[src/rtl/uart_rx_os.sv]
// uart_rx_os: 16x oversampling UART receiver.
//
// This block takes its s_tick strobe from the baud-rate generator. The
// generator divisor is f_clk/(16*baud) - 1.
//
// Each frame has one start bit, DBIT data bits sent LSB first, and a stop
// period of SB_TICK ticks. The received byte is presented with a one-cycle
// done strobe and a framing-error flag.
//
// Parameters
//   DBIT     data bits per frame, 5..8
//   SB_TICK  stop period in s_ticks (16/24/32 = 1/1.5/2 stop bits)
//
// Ports
//   clk           system clock, rising edge
//   reset         asynchronous active-low reset
//   rx            serial line, asynchronous to clk, idles high
//   s_tick        one-clk oversample enable, 16 per bit period
//   dout          last received byte, right-aligned, upper bits zero
//   rx_done_tick  one-clk pulse; dout/frame_err update on the same edge
//   frame_err     stop sample of the last frame was 0; held until next frame
//
// state | meaning
// ------+--------------------------------------------------------------
// IDLE  | line idle; waiting for rx_s low (s_tick ignored)
// START | counting to mid start bit; confirm or reject as a glitch
// DATA  | sampling a data bit every 16 ticks, shifting LSB first
// STOP  | waiting out the stop period; sample stop level and strobe

module uart_rx_os #(
  parameter int DBIT    = 8,
  parameter int SB_TICK = 16
) (
  input  logic       clk,
  input  logic       reset,
  input  logic       rx,
  input  logic       s_tick,
  output logic [7:0] dout,
  output logic       rx_done_tick,
  output logic       frame_err
);

  typedef enum logic [1:0] {
    IDLE  = 2'd0,
    START = 2'd1,
    DATA  = 2'd2,
    STOP  = 2'd3
  } state_t;

  localparam logic [4:0] START_MID = 5'd7;
  localparam logic [4:0] BIT_END   = 5'd15;
  localparam logic [4:0] STOP_END  = 5'(SB_TICK - 1);
  localparam logic [2:0] LAST_BIT  = 3'(DBIT - 1);
  // Bits enter at the MSB of the shift register, so a short frame ends up
  // left-aligned and must be shifted down before it is presented.
  localparam int         ALIGN_SH  = 8 - DBIT;

  // Two-flop synchronizer. It resets to the idle line level so that reset
  // release cannot look like a start bit.
  logic rx_meta_q;
  logic rx_s_q;

  always_ff @(posedge clk or negedge reset) begin
    if (!reset) begin
      rx_meta_q <= 1'b1;
      rx_s_q    <= 1'b1;
    end else begin
      rx_meta_q <= rx;
      rx_s_q    <= rx_meta_q;
    end
  end

  state_t     state_q;
  logic [4:0] s_cnt_q;
  logic [2:0] n_cnt_q;
  logic [7:0] b_reg_q;
  logic [7:0] dout_q;
  logic       frame_err_q;
  logic       done_q;

  logic [7:0] b_shift_d;
  logic [7:0] b_aligned_d;

  assign b_shift_d   = {rx_s_q, b_reg_q[7:1]};
  assign b_aligned_d = b_reg_q >> ALIGN_SH;

  always_ff @(posedge clk or negedge reset) begin
    if (!reset) begin
      state_q     <= IDLE;
      s_cnt_q     <= 5'd0;
      n_cnt_q     <= 3'd0;
      b_reg_q     <= 8'h00;
      dout_q      <= 8'h00;
      frame_err_q <= 1'b0;
      done_q      <= 1'b0;
    end else begin
      done_q <= 1'b0;
      unique case (state_q)
        IDLE: begin
          if (!rx_s_q) begin
            state_q <= START;
            s_cnt_q <= 5'd0;
          end
        end

        START: begin
          if (s_tick) begin
            if (s_cnt_q == START_MID) begin
              if (!rx_s_q) begin
                state_q <= DATA;
                s_cnt_q <= 5'd0;
                n_cnt_q <= 3'd0;
              end else begin
                // The line went back high before mid start bit: a glitch.
                state_q <= IDLE;
              end
            end else begin
              s_cnt_q <= s_cnt_q + 5'd1;
            end
          end
        end

        DATA: begin
          if (s_tick) begin
            if (s_cnt_q == BIT_END) begin
              s_cnt_q <= 5'd0;
              b_reg_q <= b_shift_d;
              if (n_cnt_q == LAST_BIT) begin
                state_q <= STOP;
              end else begin
                n_cnt_q <= n_cnt_q + 3'd1;
              end
            end else begin
              s_cnt_q <= s_cnt_q + 5'd1;
            end
          end
        end

        STOP: begin
          if (s_tick) begin
            if (s_cnt_q == STOP_END) begin
              // Data is delivered even when the stop level is wrong.
              dout_q      <= b_aligned_d;
              frame_err_q <= ~rx_s_q;
              done_q      <= 1'b1;
              state_q     <= IDLE;
            end else begin
              s_cnt_q <= s_cnt_q + 5'd1;
            end
          end
        end

        default: state_q <= IDLE;
      endcase
    end
  end

  assign dout         = dout_q;
  assign frame_err    = frame_err_q;
  assign rx_done_tick = done_q;

endmodule

[config.mk]
export PLATFORM = sky130hd
export DESIGN_NAME = uart_rx_os
export DESIGN_NICKNAME = d
export VERILOG_FILES = /design/src/rtl/uart_rx_os.sv
export SDC_FILE = /design/constraint.sdc
export NUM_CORES = 1
export LEC_CHECK = 0
export ABC_AREA = 1
export CAP_MARGIN = 15
export CORE_MARGIN = 2
export CORE_UTILIZATION = 60
export CTS_BUF_LIST = sky130_fd_sc_hd__clkbuf_4 sky130_fd_sc_hd__clkbuf_8 sky130_fd_sc_hd__clkbuf_16
export DETAILED_ROUTE_END_ITERATION = 10
export PLACE_DENSITY = 0.91
export SKIP_CTS_REPAIR_TIMING = 1
export SLEW_MARGIN = 20
export SYNTH_ARGS = -nofsm -noshare
export SYNTH_HDL_FRONTEND = slang
export SYNTH_SLANG_ARGS = --single-unit
[constraint.sdc]
create_clock -name clk -period 3.34 [get_ports clk]
set_input_delay 0.668 -clock clk [delete_from_list [all_inputs] [get_ports clk]]
set_output_delay 0.668 -clock clk [all_outputs]
set_load 0.01 [all_outputs]
Yosys cells after proc, flatten, opt, wreduce, memory -nomap -nowiden
Index checks and enable logic that the tools add are counted.
W data, S select, Z words.

storage, ports and cells
  bits in registers = 30
  input bits = 4
  output and inout port bits = 10
  logic and storage cells = 64

operators by class
  $add $sub $neg = 2
  equal/unequal tests = 17
  muxes and demuxes = 28
  bitwise operators = 1
  reductions and logical operators = 7

operators by type and width
  cell                   count
  $mux W5                7
  $ne A2 B2 Y1 const B   11
  $pmux W5 S4            1
  $mux W2                9
  $mux W3                6
  $pmux W2 S4            1
  $reduce_and A8 Y1      1
  $reduce_and A7 Y1      1
  $pmux W3 S2            1
  $reduce_and A3 Y1      2
  $add A5 B1 Y5 const B  1
  $eq A5 B3 Y1 const B   1
  $eq A5 B4 Y1 const B   1
  $eq A2 B2 Y1 const B   2
  $reduce_and A4 Y1      1
  $add A3 B1 Y3 const B  1
  $eq A3 B3 Y1 const B   1
  $mux W1                3
  $eq A2 B1 Y1 const B   1
  $logic_not A2 Y1       1
  $reduce_bool A2 Y1     1
  $not A1 Y1             1

Depth between registers and ports, before layout
  depth in word-level cells = 5
  depth in mapped cells = 9
  gate-level depth less buffers = 9

Worst setup path after synthesis
Ideal clock, no wire load.

  kind = register to register
  from = register s_cnt_q[0]
  to = register s_cnt_q[4]
  setup time = 0.065 ns
  arrival time = 1.400 ns
  data required time = 3.275 ns
  path slack = 1.875 ns
  stages on the path, launching flop included = 10
  buffers on the path = 0
  period minus slack after synthesis = 1.465 ns
  cell sequence = dfrtp_1 ha_1 nand2_1 nor2_1 inv_1 ha_1 nand3b_1 o211ai_1 nand2_1 nand2_1

between the ends
  word-level cells in the longest chain between the ends = 4
  elaborated cells on any way between the ends = 12
  classes of those cells = add/sub: 1; eq/ne: 3; mux: 7; reduce/logical: 1

RTL lines
  element                                      RTL line       source
  start: declaration                           74             logic [4:0] s_cnt_q;
  start signal: assignment                     118            s_cnt_q <= s_cnt_q + 5'd1;
  start signal: assignment                     134            s_cnt_q <= s_cnt_q + 5'd1;
  start signal: assignment                     148            s_cnt_q <= s_cnt_q + 5'd1;
  $add A5 B1 Y5, or another cell as far along  118, 134, 148
  $mux W5, on equally long branches            141, 108, 125
  $mux W5, on equally long branches            140, 107, 124
  $pmux W5 S4                                  98             unique case (state_q)

Several ways; a longest one is shown, not always the timed one. The select of a mux whose other input is x is not followed.
A chain may end at the register's enable or synchronous reset.

Worst setup path in the final report
  from = register frame_err_q, in the netlist frame_err
  to = output port frame_err

RTL lines
  element                   RTL line  source
  start: declaration        78        logic frame_err_q;
  start signal: assignment  144       frame_err_q <= ~rx_s_q;
  end: declaration          40        output logic frame_err

No word-level cell between the ends.

==> impl_metrics.json <==
{
  "wl_um": 2860,
  "rsz0062_at_grt": "no",
  "nNetsFinal": 204,
  "wl_per_cell_um": 12.6,
  "dpl.cell_count": 219,
  "antenna_cells": 0,
  "critical-path-max-stage-delay_ns": 0.54,
  "hold_viol_final": 0,
  "p_leak_nw": 0.901,
  "arrival_ns": 1.25,
  "cp_top_family": "buffers and inverters",
  "ctsHtreeMaxLevel": 2,
  "gp_congestion": 0.894,
  "min_path_type": "reg2reg",
  "grt_pass1_wl_um": 4550,
  "crit_fanout": 2,
  "antenna_left": 0,
  "hpwl_um": 2150,
  "critical_path_class": "reg2out",
  "die_h_um": 54.4,
  "cp_cell_sequence": "clkdlybuf4s50_1",
  "drt_pass1_iterations": 4,
  "fin_crit_sh_pct": 57.5,
  "start_kind": "register",
  "drc": 0,
  "grtUsageTotal_pct": 22.6,
  "drive_above_1_share_pct": 17.3,
  "dieArea_sq_um": 2960,
  "path_buf_inv": 1,
  "routed-via-count": 1205,
  "fin_skew_ns": 0.0146,
  "worstSkewPairLatency_ns": 0.33,
  "yosys_warnings": 0,
  "vias_per_cell": 5.31,
  "ir_drop_mv": 0.445,
  "relSlewSlack_pct": 75.1,
  "synth_top_area_cell": "dfrtp_1",
  "maxCapViolCount": 0,
  "powerDensity_nw_per_um2": 522,
  "synth_area_leaders": "dfrtp_1 (46%), nand2_1 (16%), o21ai_2 (9.2%), inv_1 (5.9%), nand3_1 (4.6%)",
  "synth_cell_types": 21,
  "clk_path_buf_depth": 2,
  "port_buffers": 13,
  "cts_buffers": 5,
  "setup_viol": 0,
  "fin_crit_ns": 1.92,
  "grt_max_degree": 31,
  "pin_count": 14,
  "synth_top_area_share_pct": 45.9,
  "fin_setup_tns_ns": 0,
  "cts-root-buf": "clkbuf_4",
  "layout_common_cells": "nand2_1 (64), dfrtp_1 (28), inv_1 (24)",
  "stdcell_count": 227,
  "cp.required_ns": 2.67,
  "overflow": 0,
  "fmax_ghz": 0.521,
  "grt_antenna_before_repair": 0,
  "final_common_cell": "nand2_1",
  "syn_area_sq_um": 1530,
  "die_w_um": 54.4,
  "ys_ff_latch": 30,
  "drt_iter0_markers": 15,
  "synth_cells": 178,
  "clk_pin_slew_ns": 0.10,
  "ys_seq_area_share_pct": 49.3,
  "area_delta_synth_final_pct": 13.9,
  "endpoint_kind": "primary output",
  "rows": 18,
  "grt_pass1_vias": 1066,
  "start_util_pct": 62.2,
  "power_mw": 0.906,
  "clock-sinks": 30,
  "cts_tree": "yes",
  "slowest_stage": "clkdlybuf4s50_1",
  "slew_violations": 0,
  "synth_nets": 186,
  "core_sq_um": 2450,
  "status": "finished, final reports clean",
  "tightest_slew_ns": 0.374,
  "post_synth.cell_area_avg_sq_um": 8.58
}
## final timing paths
kind,from,endpoint,slack (ns),cells after the start
min,rx_meta_q,rx_s_q,0.35,0
max,frame_err,frame_err,1.42,1
max reg2reg,s_cnt_q[0],s_cnt_q[4],1.63,9
max in group asynchronous,reset,rx_meta_q,2.30,2
min reg2reg,rx_meta_q,rx_s_q,0.35,0
min in group asynchronous,reset,state_q[0],0.70,2
## cell usage after synthesis, drive strengths merged
cell type,number
ha,4
o21ai,18
nand2,67
nand3b,2
o211ai,1
a21o,1
buf,3
nand3,14
dfstp,2
dfrtp,28
inv,24
nand4,4
nor2,9
xor2,1
## final cells by class
cell class / count / area [sq um]
Clock buffer: 6 / 51.3
Clock inverter: 2 / 12.5
Fill cell: 191 / 717
Inverter: 24 / 90.1
Multi-Input combinational cell: 121 / 656
Sequential cell: 30 / 753
Tap cell: 30 / 37.5
Timing Repair Buffer: 14 / 138
## state kept, by name, summed over array words and instances (netlist names), named ones only
signal        cells
s_cnt_q           5
b_aligned_d       8
n_cnt_q           3
rx_done_tick      1
frame_err         1
rx_meta_q         1
state_q           1
dout              8
rx_s_q            1
## through the flow
| stage | cell area (sq um) | util [%] | hold slack (ns) | setup WS [ns] |
|---|---|---|---|---|
| 6_report | 1740 | 70.8 | 0.346 | 1.42 |
| 5_1_grt | 1740 | 70.8 | 0.365 | 1.37 |
| 4_1_cts | 1740 | 70.8 | 0.351 | 1.40 |
| 3_5_place_dp | 1670 | 68.2 | 0.352 | 1.34 |
| 3_3_place_gp | 1670 | 68.2 | 0.347 | 1.40 |
| 2_1_floorplan | 1530 | - | 0.345 | 1.87 |
## routing by layer
| metal | vias to the layer above | GRT usage [%] | part of all wire (%) |
|---|---|---|---|
| met2 | 27 | 36.7 | 50 |
| met1 | 569 | 26.3 | 43 |
| met3 | 6 | 7.38 | 4.7 |
| met4 | 0 | 12.1 | 1.5 |
| met5 | - | 0 | 0 |
| li1 | 603 | - | - |
## kinds of logic (layout without fill, tap and decap cells)
logic type	Yosys count	in the layout	synth area share [%]
AND/OR/NAND/NOR	96	96	28.3
buffers and inverters	27	46	7.70
AO/OA/AOI/OAI	20	20	10.8
adder cells (fa/ha/maj)	4	4	3.28
flip-flops	30	30	49.3
XOR/XNOR	1	1	0.574
## where the power goes
| part | switching, mW | internal (mW) |
|---|---|---|
| sequential | 0.0431 | 0.390 |
| combinational | 0.163 | 0.0774 |
| clock | 0.132 | 0.101 |
| total | 0.338 | 0.568 |
No activity file was read; power rests on OpenSTA's default activity.
